==> src/rtl/sram_pkg.sv <==
// Shared types and address helpers for the off-chip SRAM data-memory controller.
package sram_pkg;

    typedef enum logic [1:0] {
        IDLE = 2'd0,
        LO   = 2'd1,
        HI   = 2'd2,
        DONE = 2'd3
    } state_t;

    localparam int          SRAM_AW_DEF   = 18;
    localparam logic [31:0] BASE_ADDR_DEF = 32'd1024;

    // Byte address in data space -> halfword index; caller truncates to the SRAM width.
    function automatic logic [31:0] hw_index(input logic [31:0] byte_addr,
                                             input logic [31:0] base);
        return (byte_addr - base) >> 1;
    endfunction

endpackage

==> src/rtl/access_timer.sv <==
// Per-halfword access timer: counts held cycles and flags the final one.
module access_timer #(
    parameter int ACCESS_CYCLES = 2
) (
    input  logic clk,
    input  logic rst,
    input  logic en,
    input  logic clear,
    output logic last
);

    localparam logic [3:0] LAST_CNT = 4'(ACCESS_CYCLES - 1);

    logic [3:0] count;

    assign last = en && (count == LAST_CNT);

    // Wrapping on 'last' lets the HI phase start from zero right after LO.
    always_ff @(posedge clk) begin
        if (rst || clear || last) begin
            count <= '0;
        end else if (en) begin
            count <= count + 4'd1;
        end
    end

endmodule

==> src/rtl/sram_controller.sv <==
// Multi-cycle 16-bit SRAM controller: each 32-bit load/store becomes two halfword
// accesses (low first) while ready is held low to freeze the pipeline.
module sram_controller
    import sram_pkg::*;
#(
    parameter int          ACCESS_CYCLES = 2,
    parameter logic [31:0] BASE_ADDR     = BASE_ADDR_DEF,
    parameter int          SRAM_AW       = SRAM_AW_DEF
) (
    input  logic               clk,
    input  logic               rst,
    input  logic               rd_en,
    input  logic               wr_en,
    input  logic [31:0]        address,
    input  logic [31:0]        write_data,
    output logic [31:0]        read_data,
    output logic               ready,
    output logic [SRAM_AW-1:0] sram_addr,
    output logic [15:0]        sram_dq_out,
    input  logic [15:0]        sram_dq_in,
    output logic               sram_dq_oe,
    output logic               sram_we_n
);

    localparam bit SINGLE_CYCLE = (ACCESS_CYCLES == 1);

    state_t             state, state_nx;
    logic               req;
    logic               op_write;
    logic               in_access;
    logic               timer_clear;
    logic               last;
    logic               write_we_n;
    logic [SRAM_AW-1:0] hw_lo, hw_hi;

    assign req         = rd_en | wr_en;
    assign in_access   = (state == LO) || (state == HI);
    assign timer_clear = (state == IDLE);
    assign hw_lo       = SRAM_AW'(hw_index(address, BASE_ADDR));
    assign hw_hi       = hw_lo + SRAM_AW'(1);

    // The last cycle of each halfword deasserts we_n to give data hold time,
    // unless there is only one cycle to spend.
    assign write_we_n  = SINGLE_CYCLE ? 1'b0 : last;

    access_timer #(
        .ACCESS_CYCLES(ACCESS_CYCLES)
    ) u_timer (
        .clk   (clk),
        .rst   (rst),
        .en    (in_access),
        .clear (timer_clear),
        .last  (last)
    );

    always_ff @(posedge clk) begin
        if (rst) begin
            state <= IDLE;
        end else begin
            state <= state_nx;
        end
    end

    // Write wins when both requests are raised together.
    always_ff @(posedge clk) begin
        if (rst) begin
            op_write <= 1'b0;
        end else if ((state == IDLE) && req) begin
            op_write <= wr_en;
        end
    end

    always_ff @(posedge clk) begin
        if (rst) begin
            read_data <= '0;
        end else if (!op_write && last) begin
            if (state == LO) begin
                read_data[15:0] <= sram_dq_in;
            end else if (state == HI) begin
                read_data[31:16] <= sram_dq_in;
            end
        end
    end

    always_comb begin
        state_nx = state;
        case (state)
            IDLE:    if (req)  state_nx = LO;
            LO:      if (last) state_nx = HI;
            HI:      if (last) state_nx = DONE;
            DONE:    state_nx = IDLE;
            default: state_nx = IDLE;
        endcase
    end

    always_comb begin
        ready       = 1'b0;
        sram_addr   = '0;
        sram_dq_out = '0;
        sram_dq_oe  = 1'b0;
        sram_we_n   = 1'b1;
        case (state)
            IDLE: begin
                ready = ~req;
            end
            LO: begin
                sram_addr = hw_lo;
                if (op_write) begin
                    sram_dq_oe  = 1'b1;
                    sram_dq_out = write_data[15:0];
                    sram_we_n   = write_we_n;
                end
            end
            HI: begin
                sram_addr = hw_hi;
                if (op_write) begin
                    sram_dq_oe  = 1'b1;
                    sram_dq_out = write_data[31:16];
                    sram_we_n   = write_we_n;
                end
            end
            DONE: begin
                ready = 1'b1;
            end
            default: begin
                ready = 1'b0;
            end
        endcase
    end

endmodule

==> config.mk <==
export PLATFORM = sky130hd
export DESIGN_NAME = sram_controller
export DESIGN_NICKNAME = d
export VERILOG_FILES = /design/src/rtl/sram_pkg.sv /design/src/rtl/access_timer.sv /design/src/rtl/sram_controller.sv
export SDC_FILE = /design/constraint.sdc
export NUM_CORES = 1
export LEC_CHECK = 0
export BUFFER_PORTS_ARGS = -buffer_cell sky130_fd_sc_hd__buf_4
export CELL_PAD_IN_SITES_DETAIL_PLACEMENT = 0
export CELL_PAD_IN_SITES_GLOBAL_PLACEMENT = 2
export CORE_ASPECT_RATIO = 0.9
export CORE_UTILIZATION = 22
export DETAILED_ROUTE_END_ITERATION = 10
export PLACE_DENSITY = 0.84
export SLEW_MARGIN = 10
export SYNTH_ARGS = -nofsm -noshare
export SYNTH_HDL_FRONTEND = slang
export SYNTH_HIERARCHICAL = 1
export SYNTH_SLANG_ARGS = --single-unit
==> constraint.sdc <==
create_clock -name clk -period 2.6 [get_ports clk]
set_input_delay 0.26 -clock clk [delete_from_list [all_inputs] [get_ports clk]]
set_output_delay 0.26 -clock clk [all_outputs]
set_load 0.05 [all_outputs]
==> key figures, run 1 <==
Clock network
  • Clk buf depth: 2
  • Worst-path clk slew: 0.06 ns
  • Postcts setup bufs: 0
  • CTS tree: built
  • Root buffer cell: clkbuf_16
  • H-tree depth: 2
  • Worst skew pair latency: about 0.28 ns
  • CTS Buf Count: 5
  • # clock sinks: 39

Global route
  • Largest net degree at the start of global routing: 37
  • Vias in the first global route: 2668
  • Congestion Overflow GR: 0
  • GR Util All Layers: 13.9%
  • Initial antenna violation count: 0
  • First-pass GRT wire length: 13500 um

Logic synthesis
  • Dominant synthesized flop cell: dfxtp_1
  • Synth unique cells: 52
  • Register area share after synthesis: 30.6%
  • Synth Warn #: 6
  • Syn_area_per_cell: about 7.3 um2
  • Post-synthesis instance total: around 350
  • Register bit count reported by yosys: 39
  • Ys async rst share: 0%
  • Syn nets: 444
  • Mapped cell area: around 2600 um2
  • Post-synth EDFFs: 0

Floorplanning
  • Ports: 153
  • Initial Util: approximately 23%
  • Die span in y: 104 um
  • Die area: 12000 um2
  • Die Width: between 100 and 150 um
  • Row count: 36
  • Core box area: 11100 um2

Worst setup path
  • CP Class: in2out
  • Arrival time at the worst endpoint: approximately 2.1 ns
  • Setup crit end: sram_addr[14]
  • Crit path launch: address[1]
  • Setup slack, reg-to-reg: 0.35 ns
  • CP endpoint kind: output port
  • Startpoint types: primary input
  • Largest fanout on the critical path: 7
  • Critical path required time: 2.34 ns
  • Worst r2r src: state[1]$_SDFFE_PP0P_
  • R2R depth: 7
  • FF-to-FF End: read_data[6]$_SDFFE_PP0P_

Finish
  • Filler instances: 1220
  • Layout cells sized above 1: 36.1%
  • Most frequent cells in the layout: buf_4, nand2_1, dfxtp_1
  • Nets: 579
  • ANT cells: 0
  • Commonest non-fill, non-tap cell in the layout: buf_4
  • Synth-to-Final Area Change: 56.2%
  • Layout Cell Area excl Fill: 3990 um2

Pwr
  • Peak supply drop: 0.323 mV
  • Post-route total power: 2.96 mW
  • Leakage power: 1.64 nW
  • Pwr/cell area: 741 nW/um2

Timing
  • Slew margin rel.: 58.2%
  • Final worst slack: just under 0.2 ns
  • Unrepaired setup endpoints after global routing: false
  • Final Cycle Share: 92.5%
  • Worst slew pin tran: 0.625 ns
  • Fin. max-slew vios: 0
  • Tmin final: around 2.4 ns
  • Final-report setup violation count: 0
  • Clock skew: 0.00257 ns
  • Worst Hold Slack: about 0.23 ns
  • Hold Fails Final Rpt: 0
  • Setup total negative slack: 0 ns
  • F_max: 0.416 GHz

Place
  • Worst slack, placed: 0.129 ns
  • Port bufs: ~140
  • Post-DP Area: 3810 um2
  • Gpl congestion: 0.764
  • DP HPWL: 6530 um

Route
  • Vias per cell: 4.53
  • Drt initial violations: 110
  • TritonRoute pass-1 iters: 4
  • DR vias: 2899
  • Final wirelength: 8630 um
  • DRC viols: 0
  • ANT nets after route: 0
  • WL/cell: 13.5 um

Min path
  • Worst min-delay path category: in2reg

Run
  • # Max-Cap Violations: 0

Outcome
  • Status: finished clean
==> where the power goes <==
part / total [mW] / internal, mW / leakage (nW) / switching (mW)
Sequential: 0.661 / 0.632 / 0.315 / 0.0290
Clock: 0.709 / 0.477 / 0.0868 / 0.232
Combinational: 1.59 / 0.535 / 1.24 / 1.05
==> state kept, by name (all words and copies together), names as in the netlist <==
signal         flops
op_write           1
state              2
u_timer/count      4
read_data         32
==> layout make-up <==
| class | count | area, um2 | share of cell area, % |
|---|---|---|---|
| flip-flops and latches | 39 | 781 | 19.6 |
| inverters | 11 | 41.3 | 1.04 |
| well taps | 152 | 190 | 4.77 |
| repair buffers | 153 | 1150 | 28.8 |
| multi-input cells | 277 | 1650 | 41.5 |
| clock inverters | 2 | 35.0 | 0.878 |
| clock buffers | 6 | 139 | 3.48 |
==> metrics by stage <==
stage / std cells / utilization (%)
global placement: 632 / 34.4
detailed placement: 632 / 34.4
finish: 640 / 36.0
CTS: 640 / 36.0
floorplan: 352 / -
global route: 640 / 36.0
==> routing by layer <==
layer / global-route usage [%] / share of wire, % / up-vias
met5: 0 / 0 / -
met4: 2.78 / 0.49 / 0
met3: 2.56 / 4.9 / 4
met2: 23.7 / 48 / 71
met1: 18.1 / 47 / 1335
li1: - / - / 1489
==> synth_stat cells, drive strengths merged (8+ instances only) <==
cell / count / share of area [%]
nand2: 80 / 12
dfxtp: 39 / 31
nor2: 37 / 5.4
a21oi: 36 / 7.1
a22oi: 26 / 7.6
clkbuf: 17 / 2.5
xnor2: 12 / 4.1
inv: 11 / 1.6
xor2: 10 / 3.4
nand3: 9 / 1.8
buf: 8 / 1.7
ha: 8 / 3.9
o21ai: 8 / 1.6
==> worst max-delay path: stages <==
cell,delay (ns)
buf_4,0.12
ha_1,0.17
inv_1,0.05
or4_4,0.55
nor3_4,0.20
or3b_1,0.37
a31oi_2,0.20
buf_4,0.23
==> what timing repair did <==
action | in CTS | in global routing
resized for setup | 0 | 1
setup endpoints to repair | 0 | 1
hold buffers | 0 | 0
endpoints found under the hold margin | 0 | 0
==> logic make-up after synthesis <==
family | count (synthesis) | share of synthesized area, %
AND/OR/NAND/NOR | 157 | 28.9
AO/OA/AOI/OAI | 90 | 23.3
flip-flops | 39 | 30.6
buffers and inverters | 36 | 5.83
XOR/XNOR | 22 | 7.55
adder cells (fa/ha/maj) | 8 | 3.92
==> worst min path at each step <==
stage	startpoint	end	depth (start not counted)
6_report	sram_dq_in[1]	read_data[17]$_SDFFE_PP0P_	3
5_1_grt	sram_dq_in[0]	read_data[0]$_SDFFE_PP0P_	3
4_1_cts	sram_dq_in[15]	read_data[15]$_SDFFE_PP0P_	3
3_5_place_dp	read_data[30]$_SDFFE_PP0P_	read_data[30]$_SDFFE_PP0P_	2
3_3_place_gp	read_data[4]$_SDFFE_PP0P_	read_data[4]$_SDFFE_PP0P_	2
2_1_floorplan	sram_dq_in[0]	read_data[0]$_SDFFE_PP0P_	2
(Power assumes the default switching activity.)
==> run 2, diff against run 1 <==
- clock period: 2.6 -> 2.32 ns (I/O delays scaled with it)
==> key figures, run 2 (synthesized netlist as in run 1, its figures left out) <==
Outcome
  • Status: finished clean

Route
  • Final wirelength: 8810 um
  • ANT nets after route: 0
  • Vias per cell: 4.50
  • DRC viols: 0
  • Drt initial violations: between 100 and 150
  • TritonRoute pass-1 iters: 4
  • WL/cell: roughly 13 um
  • DR vias: ~3000

Timing
  • Clock skew: 0.00782 ns
  • Hold Fails Final Rpt: 0
  • F_max: 0.445 GHz
  • Slew margin rel.: between 70% and 80%
  • Tmin final: 2.25 ns
  • Worst slew pin tran: 0.400 ns
  • Fin. max-slew vios: 0
  • Final-report setup violation count: 0
  • Final Cycle Share: 96.9%

Min path
  • Hold Path Cell Cnt: 3
  • Critical hold path startpoint: sram_dq_in[5]
  • Worst min-delay path category: in2reg
  • Worst hold endpoint: read_data[5]$_SDFFE_PP0P_

Finish
  • Largest Register: read_data
  • Regs by FF count: read_data: 32 flops, u_timer/count: 4 flops, state: 2 flops
  • Largest register FFs: 32
  • Synth-to-Final Area Change: 64.6%
  • ANT cells: 0
  • Commonest non-fill, non-tap cell in the layout: buf_4
  • Most frequent cells in the layout: buf_4, nand2_1, dfxtp_1
  • Layout Cell Area excl Fill: 4200 um2
  • Nets: 594
  • Layout cells sized above 1: 39.6%
  • Finished Core Util: 37.9%
  • Filler instances: about 1200
  • Finished Layout Cells: 655

Global route
  • First-pass GRT wire length: between 10000 and 15000 um
  • Initial antenna violation count: 0
  • Congestion Overflow GR: 0
  • GR Util All Layers: 14.0%
  • Largest net degree at the start of global routing: 37
  • Vias in the first global route: 2703

Worst setup path
  • CP max stage delay: slightly above 0.4 ns
  • Largest fanout on the critical path: 6
  • Critical path required time: 2.09 ns
  • Worst r2r src: state[0]$_SDFFE_PP0P_
  • Startpoint types: primary input
  • Slowest stage cell, crit path: or3b_4
  • Setup slack, reg-to-reg: 0.28 ns
  • Critical Path, Cell by Cell: buf_4 > or3_1 > o31a_1 > nor3_4 > or3b_4 > a31oi_4 > buf_6
  • R2R depth: 8
  • Arrival time at the worst endpoint: 2.02 ns
  • FF-to-FF End: read_data[22]$_SDFFE_PP0P_
  • CP endpoint kind: output port
  • CP Class: in2out

Clock network
  • CTS Buf Count: 5
  • CTS tree: built
  • # clock sinks: 39
  • Worst skew pair latency: ~0.28 ns
  • Clk buf depth: 2
  • H-tree depth: 2
  • Hold_buf cts: 0
  • Worst-path clk slew: about 0.060 ns
  • Root buffer cell: clkbuf_16

Floorplanning
  • Die Width: ~120 um
  • Die area: 12000 um2
  • Die span in y: around 100 um
  • Ports: 153
  • Initial Util: 23.0%
  • Core box area: 11100 um2
  • Row count: 36

Place
  • Gpl congestion: 0.767
  • DP HPWL: 6650 um
  • Port bufs: 138
  • Post-DP Area: 3920 um2
  • Cells after DPL: approximately 640

Pwr
  • Pwr/cell area: 838 nW/um2
  • Post-route total power: 3.52 mW
  • Peak supply drop: approximately 0.38 mV
  • Leakage power: around 1.7 nW

Run
  • # Max-Cap Violations: 0
run 2: cell types whose count changed in the layout (fill, tap and decap cells not counted), sizes merged:
cell | before | now
buf | 153 | 168
clkinvlp | 0 | 1
inv | 11 | 10
run 2: routing by layer:
| layer | share of wire [%] | track usage [%] | vias to the layer above |
|---|---|---|---|
| met5 | 0 | 0 | - |
| met4 | 0.58 | 2.50 | 0 |
| met3 | 3.2 | 2.04 | 5 |
| met2 | 50 | 24.1 | 54 |
| met1 | 46 | 18.5 | 1366 |
| li1 | - | - | 1525 |
run 2: worst max path at each step:
stage                     startpoint  cells after the start       endpoint  slack, ns
5_1_grt                  address[12]                      7  sram_addr[14]     -0.001
4_1_cts                  address[10]                     10  sram_addr[16]       0.01
3_5_place_dp             address[10]                      9  sram_addr[17]      -0.03
2_1_floorplan  state[1]$_SDFFE_PP0P_                      5  sram_addr[11]     -0.006
6_report                 address[12]                      7  sram_addr[14]       0.07
3_3_place_gp             address[10]                      9  sram_addr[17]      -0.01
run 2: cell type report:
class	count	area [um2]	area share, %
timing repair buffer	168	1290	30.7
clock inverter	2	35.0	0.833
tap	152	190	4.52
clock buffer	6	139	3.30
inverter	11	45.0	1.07
multi-input combinational	277	1720	41.0
sequential	39	782	18.6
run 2: per-stage QoR:
step	setup TNS [ns]	hold WS [ns]	worst slack [ns]
final	0	0.203	0.0718
after CTS	0	0.200	0.0140
after floorplan	-0.00604	0.368	-0.00604
after global routing	-0.00140	0.200	-0.00140
after detailed placement	-0.0636	0.447	-0.0343
after global placement	-0.0142	0.444	-0.0142
run 2: timing repair:
action,CTS,global route
endpoints found under the setup margin,4,7
pin swaps,0,5
cloned,0,0
setup buffers,0,4
gates resized for setup,3,13
run 2: critical path, delay by kind of cell:
kind | cells | cell delay [ns]
AO/OA/AOI/OAI | 2 | 0.49
buffers and inverters | 2 | 0.31
AND/OR/NAND/NOR | 3 | 0.98
run 2: power by group:
group / internal [mW] / total, mW / switching [mW]
clock: 0.535 / 0.799 / 0.265
sequential: 0.710 / 0.744 / 0.0338
combinational: 0.754 / 1.98 / 1.23
total: 2.00 / 3.52 / 1.52
==> run 3, diff against run 2 <==
- PLACE_DENSITY: 0.84 -> 0.86
- SKIP_LAST_GASP: not set -> 1
==> key figures, run 3 (synthesized netlist as in run 1, its figures left out) <==
Pwr
  • Post-route total power: 3.57 mW
  • Sw frac: 42.4%
  • Peak supply drop: 0.367 mV
  • Leakage power: 1.74 nW
  • Pwr/cell area: ~840 nW/um2
  • Sequential share of power: 20.8%
  • Switching power of the nets: 1.51 mW
  • Combinational share of power: 54.7%
  • Clock power frac: approximately a quarter
  • Pint: 2.06 mW

Clock network
  • Worst-path clk slew: 0.06 ns
  • CTS tree: built
  • CTS Buf Count: 5
  • # clock sinks: 39
  • H-tree depth: 2
  • Clk buf depth: 2
  • Worst skew pair latency: around 0.27 ns
  • Hold_buf cts: 0
  • Root buffer cell: clkbuf_16

Worst setup path
  • Worst r2r src: state[0]$_SDFFE_PP0P_
  • Startpoint types: primary input
  • R2R depth: 8
  • Arrival time at the worst endpoint: 2.03 ns
  • Setup slack, reg-to-reg: 0.20 ns
  • CP endpoint kind: output port
  • CP Class: in2out
  • Critical path required time: approximately 2.1 ns
  • Largest fanout on the critical path: 9
  • FF-to-FF End: read_data[24]$_SDFFE_PP0P_

Outcome
  • Status: finished clean

Timing
  • Clock skew: 0.00263 ns
  • Worst slew pin tran: 0.407 ns
  • Fin. max-slew vios: 0
  • Final Cycle Share: 97.4%
  • Tmin final: about 2.3 ns
  • Final worst slack: between 0.05 and 0.06 ns
  • Unrepaired setup endpoints after global routing: true
  • Worst Hold Slack: 0.210 ns
  • Hold Fails Final Rpt: 0
  • F_max: ~0.44 GHz
  • Final-report setup violation count: 0
  • Slew margin rel.: 72.7%

Min path
  • Critical hold path startpoint: sram_dq_in[14]
  • Worst min-delay path category: in2reg
  • Hold Path Cell Cnt: 3
  • Worst hold endpoint: read_data[30]$_SDFFE_PP0P_

Route
  • TritonRoute pass-1 iters: 4
  • Final wirelength: about 8700 um
  • WL/cell: between 10 and 15 um
  • DR vias: 3002
  • DRC viols: 0
  • Vias per cell: 4.57
  • Drt initial violations: just under 90
  • ANT nets after route: 0

Finish
  • Layout Cell Area excl Fill: 4230 um2
  • Commonest non-fill, non-tap cell in the layout: buf_4
  • Most frequent cells in the layout: buf_4, nand2_1, dfxtp_1
  • Regs by FF count: read_data: 32 flops, u_timer/count: 4 flops, state: 2 flops
  • Layout cells sized above 1: approximately 40%
  • ANT cells: 0
  • Finished Layout Cells: 657
  • Nets: around 600
  • Synth-to-Final Area Change: 65.7%
  • Largest register FFs: 32
  • Largest Register: read_data

Place
  • DP HPWL: 6680 um
  • Post-DP Area: 3940 um2
  • Cells after DPL: 645
  • Port bufs: between 100 and 150
  • Worst slack, placed: -0.0446 ns
  • Gpl congestion: approximately 0.74

Floorplanning
  • Die span in y: ~100 um
  • Row count: 36
  • Core box area: around 11000 um2
  • Die Width: between 100 and 150 um
  • Initial Util: 23.0%
  • Die area: about 12000 um2
  • Ports: 153

Global route
  • GR Util All Layers: around 14%
  • Initial antenna violation count: 0
  • Vias in the first global route: 2816
  • Congestion Overflow GR: 0
  • First-pass GRT wire length: between 10000 and 15000 um
  • Largest net degree at the start of global routing: 37

Run
  • # Max-Cap Violations: 0
[run 3: layout make-up]
| cell class | count | area (um2) |
|---|---|---|
| Timing Repair Buffer | 170 | 1310 |
| Clock buffer | 6 | 129 |
| Sequential cell | 39 | 781 |
| Tap cell | 152 | 190 |
| Fill cell | 1194 | 6850 |
| Clock inverter | 2 | 60.1 |
| Multi-Input combinational cell | 277 | 1720 |
| Inverter | 11 | 45.0 |
[run 3: worst max-delay path by stage]
stage | from | slack, ns | to | cells after the start
2_1_floorplan | state[1]$_SDFFE_PP0P_ | -0.006 | sram_addr[11] | 5
3_3_place_gp | address[10] | -0.02 | sram_addr[16] | 10
3_5_place_dp | address[10] | -0.04 | sram_addr[16] | 10
4_1_cts | state[0]$_SDFFE_PP0P_ | -0.02 | sram_addr[11] | 6
5_1_grt | state[1]$_SDFFE_PP0P_ | -0.1 | sram_dq_out[9] | 7
6_report | address[12] | 0.06 | sram_addr[14] | 7
[run 3: through the flow]
step,utilization [%],TNS [ns]
final,38.2,0
after global routing,38.2,-1.31
after CTS,37.4,-0.0199
after detailed placement,35.5,-0.0639
after global placement,35.5,-0.0187
after floorplan,-,-0.00604
[run 3: repair_timing]
action	in CTS	in global routing
gates resized for setup	3	13
pin swaps	0	1
setup buffers	0	4
endpoints found under the setup margin	4	35
[run 3: worst max-delay path: stages]
cell and delay, ns:
buf_4 0.14, or3_1 0.38, o31a_1 0.33, nor3_4 0.19, or3b_4 0.40, a31oi_4 0.17, buf_6 0.18
[run 3: layer usage]
| layer | vias to the layer above | part of all wire [%] | track usage, % |
|---|---|---|---|
| met1 | 1416 | 47 | 18.6 |
| met3 | 4 | 3.4 | 2.51 |
| li1 | 1526 | - | - |
| met2 | 56 | 49 | 24.4 |
| met4 | 0 | 0.75 | 2.50 |
| met5 | - | 0 | 0 |
[run 3: power groups by stage]
stage	registers [mW]	logic [mW]	clock network, mW
after floorplan	0.773	1.25	0
after global placement	0.755	1.82	0
after detailed placement	0.758	1.83	0
after CTS	0.743	1.84	0.898
after global routing	0.750	2.11	0.929
final	0.742	1.95	0.875
